[src/rtl/logic_exec_stage.sv]
// logic_exec_stage: two-stage AND/OR/XOR/NOR execute stage with valid/ready flow control.
// Optional registered zero flag on y is enabled by defining LOGIC_ZERO_FLAG_EN.
module logic_exec_stage #(
  parameter int WIDTH = 32,
  parameter int CNT_W = 16
) (
  input  logic             clk,
  input  logic             rst_n,
  input  logic             in_valid,
  output logic             in_ready,
  input  logic [1:0]       op,
  input  logic [WIDTH-1:0] a,
  input  logic [WIDTH-1:0] b,
  output logic             out_valid,
  input  logic             out_ready,
  output logic [WIDTH-1:0] y,
  output logic [CNT_W-1:0] op_count
`ifdef LOGIC_ZERO_FLAG_EN
  ,
  output logic             zero
`endif
);

  typedef enum logic [1:0] {
    OP_AND = 2'b00,
    OP_OR  = 2'b01,
    OP_XOR = 2'b10,
    OP_NOR = 2'b11
  } op_e;

  logic             r_s1_valid;
  op_e              r_s1_op;
  logic [WIDTH-1:0] r_s1_a;
  logic [WIDTH-1:0] r_s1_b;
  logic             r_s2_valid;
  logic [WIDTH-1:0] r_y;
  logic [CNT_W-1:0] r_op_count;

  logic             w_s2_ready;
  logic             w_s1_ready;
  logic             w_out_fire;
  logic [WIDTH-1:0] w_result;

  // Ready flows backwards combinationally; valid only ever moves through registers.
  assign w_s2_ready = !r_s2_valid || out_ready;
  assign w_s1_ready = !r_s1_valid || w_s2_ready;
  assign w_out_fire = r_s2_valid && out_ready;

  always_comb begin
    w_result = '0;
    case (r_s1_op)
      OP_AND:  w_result = r_s1_a & r_s1_b;
      OP_OR:   w_result = r_s1_a | r_s1_b;
      OP_XOR:  w_result = r_s1_a ^ r_s1_b;
      OP_NOR:  w_result = ~(r_s1_a | r_s1_b);
      default: w_result = '0;
    endcase
  end

  always_ff @(posedge clk or negedge rst_n) begin
    if (!rst_n) begin
      r_s1_valid <= 1'b0;
      r_s1_op    <= OP_AND;
      r_s1_a     <= '0;
      r_s1_b     <= '0;
    end else if (w_s1_ready) begin
      r_s1_valid <= in_valid;
      if (in_valid) begin
        r_s1_op <= op_e'(op);
        r_s1_a  <= a;
        r_s1_b  <= b;
      end
    end
  end

  always_ff @(posedge clk or negedge rst_n) begin
    if (!rst_n) begin
      r_s2_valid <= 1'b0;
      r_y        <= '0;
    end else if (w_s2_ready) begin
      r_s2_valid <= r_s1_valid;
      if (r_s1_valid) begin
        r_y <= w_result;
      end
    end
  end

  always_ff @(posedge clk or negedge rst_n) begin
    if (!rst_n) begin
      r_op_count <= '0;
    end else if (w_out_fire) begin
      r_op_count <= r_op_count + CNT_W'(1);
    end
  end

`ifdef LOGIC_ZERO_FLAG_EN
  logic r_zero;

  always_ff @(posedge clk or negedge rst_n) begin
    if (!rst_n) begin
      r_zero <= 1'b0;
    end else if (w_s2_ready && r_s1_valid) begin
      r_zero <= (w_result == '0);
    end
  end

  assign zero = r_zero;
`endif

  assign in_ready  = w_s1_ready;
  assign out_valid = r_s2_valid;
  assign y         = r_y;
  assign op_count  = r_op_count;

endmodule
[config.mk]
export PLATFORM = sky130hd
export DESIGN_NAME = logic_exec_stage
export DESIGN_NICKNAME = d
export VERILOG_FILES = /design/src/rtl/logic_exec_stage.sv
export SDC_FILE = /design/constraint.sdc
export NUM_CORES = 1
export LEC_CHECK = 0
export CAP_MARGIN = 10
export CORE_MARGIN = 2
export CORE_UTILIZATION = 30
export CTS_BUF_LIST = sky130_fd_sc_hd__clkbuf_4 sky130_fd_sc_hd__clkbuf_8 sky130_fd_sc_hd__clkbuf_16
export CTS_CLUSTER_SIZE = 20
export DETAILED_ROUTE_END_ITERATION = 8
export DONT_BUFFER_PORTS = 1
export HOLD_SLACK_MARGIN = 0.03
export SETUP_SLACK_MARGIN = 0.1
export SYNTH_ARGS = -nofsm -noshare
export SYNTH_HDL_FRONTEND = slang
export SYNTH_SLANG_ARGS = --single-unit
export TNS_END_PERCENT = 100
[constraint.sdc]
create_clock -name clk -period 2.65 [get_ports clk]
set_input_delay 0.795 -clock clk [delete_from_list [all_inputs] [get_ports clk]]
set_output_delay 0.795 -clock clk [all_outputs]
set_load 0.03 [all_outputs]
==> flow_summary.yaml <==
status:
  outcome: "finished clean"
timing:
  rsz0062_at_grt: "no"
  setup_tns_ps: 0
  max_slew_margin_pct: 57.8
  timing.final.crit_share_pct: 78.2
  finalCriticalPeriod_ps: 2070
  finClkSkew_ps: 18.2
  fin_hold_ws_ps: 80.7
  fmax_mhz: 482
  tightest_slew_ps: 632
  setup_violations: 0
  hold_violations: 0
  report.final.slew_viol_count: 0
yosys:
  synth_top_area_share_pct: 43.1
  ys_types: 32
  syn_area_sq_um: 6730
  synth_edf_count: 0
  synth.yosys.seq_area_share_pct: 43.1
  yosysMostFrequentCell: "dfrtp_1"
  ys_top_cells_by_area: "dfrtp_1, ha_1, mux2i_1"
  synth_top_cell_by_area: "dfrtp_1"
  synthTopCellsByCount: "dfrtp_1, inv_1, nand2_1, ha_1, mux2i_1"
  async_flop_share_pct: 100
  yosys_warnings: 0
  netlist_instances: 611
  avgSynthCellArea_sq_um: 11.0
  syn-num-nets: 746
  synth_ff_type: "dfrtp_1"
  synth-seq-cells: 116
worst_setup_path:
  arrival_ps: 1280
  crit_buf_inv: 0
  slowest_stage: "dfrtp_1"
  cp.required_ps: 1860
  crit_fanout: 6
  crit_type: "reg2out"
  crit_chain: "nand3b_4"
  crit_family: "flip-flops"
  startpoint_type: "register"
  slowest_delay_ps: 620
  cp-end-kind: "output pin"
min_path:
  min_path_type: "in2async"
layout:
  fin_nets: 746
  stdcell_count: 905
  syn_to_final_growth_pct: 13.3
  drive_gt1_share_pct: 18.8
  post-route-util_pct: 34.8
placed_design:
  place.gp.congestion: 0.702
  placed_cells: 872
  dp_hpwl_microns: 8780
  numPortBuffers: 0
power_and_ir_drop:
  vdd_drop_max_mv: 0.376
  power_mw: 6.37
  power.density_nw_per_um2: 836
  p_leak_nw: 3.89
routing:
  via_per_inst: 4.37
  wire_per_inst_microns: 14.5
  drt_wl_total_microns: 13200
  drtIter0Drc: 93
  antenna_left: 0
  vias: 3957
  drc: 0
  firstDrtPassIters: 4
grt:
  grt_pass1_wl_microns: 22000
  track_usage_pct: 11.9
  grt_max_degree: 117
  overflow: 0
  grt_antenna_before_repair: 3
  grt_pass1_vias: 4114
cts:
  post_cts_buffers: 0
  cts_tree: "done"
  cts_resized: 0
  h-tree-depth: 4
  cts_max_path_buffers: 2
  numCtsBuffers: 17
  cts_sinks: 116
  clkTransAtPathRegs_ps: 60
  clock_latency_ps: 420
  cts_hold_buf: 0
  clock-root-buffer: "clkbuf_16"
job:
  drv_cap: 0
floorplanning:
  die_h_microns: 154
  dieArea_sq_um: 23600
  die_x_microns: 154
  ios: 120
  start_util_pct: 30.7
  rows: 54
  core_sq_um: 21900
## per-layer routing
layer / wire, microns / share of wire [%] / vias up / track usage, %
li1: - / - / 1995 / -
met1: 6010 / 46 / 1867 / 14.2
met2: 6110 / 46 / 79 / 19.2
met3: 873 / 6.6 / 12 / 5.36
met4: 142 / 1.1 / 4 / 3.67
met5: 21 / 0.16 / - / 0
## final cells by class
type	instances	area, sq um
fill	2163	14300
tap	280	350
clock buffer	20	467
inverter	98	368
timing repair buffer	8	110
clock inverter	12	129
multi-input combinational	370	3290
sequential	116	2910
antenna	1	2.50
## logic make-up after synthesis
family | count (synthesis) | synth area share (%)
adder cells (fa/ha/maj) | 65 | 12.1
AO/OA/AOI/OAI | 64 | 4.76
AND/OR/NAND/NOR | 95 | 7.03
buffers and inverters | 125 | 8.05
XOR/XNOR | 15 | 1.95
multiplexers | 131 | 23.0
flip-flops | 116 | 43.1
## metrics by stage
stage,instance area [sq um],worst slack (ps)
2_1_floorplan,6730,781
3_3_place_gp,7020,520
3_5_place_dp,7020,503
4_1_cts,7620,557
5_1_grt,7620,529
6_report,7620,577
## path summary, 6_finish.rpt
check | from | to | slack (ps) | cells after the start
setup / recovery | out_valid | in_ready | 580 | 1
hold / removal | rst_n | y[29] | 80 | 0
setup reg to reg | out_valid | r_s1_op[1] | 670 | 4
hold reg to reg | r_s1_a[13] | r_s1_a[13] | 540 | 1
max in group asynchronous | rst_n | op_count[7] | 2360 | 0
min in group clk | in_valid | r_s1_valid | 480 | 1
## power breakdown
part	total [mW]	switching [mW]	internal, mW
clock	2.32	0.862	1.46
combinational	1.15	0.513	0.636
sequential	2.91	0.789	2.12
total	6.37	2.16	4.21
## registers in the layout, indices dropped and copies added (netlist names)
signal and flops:
op_count 16, out_valid 1, r_s1_a 32, r_s1_b 32, r_s1_op 2, r_s1_valid 1, y 32
## layout by cell type, fill, tap and decap left out, drive strengths merged
cell type	instances
o21ai	64
inv	99
dfrtp	116
nor4	1
xor2	5
clkbuf	20
diode	1
or2b	1
xnor2	10
ha	65
clkinvlp	3
nor3	3
and4	2
mux2i	64
mux2	67
nor2	3
nand3b	1
nand2	71
nand3	6
bufinv	2
and3	2
clkinv	6
buf	8
nand2b	2
nand4	3
## worst reg2reg max path, stage by stage (launching register included)
cell      delay (ps)
dfrtp_1          620
nand3b_4         240
nand2_4          320
buf_12           290
mux2_2           370
(Power assumes the default switching activity.)
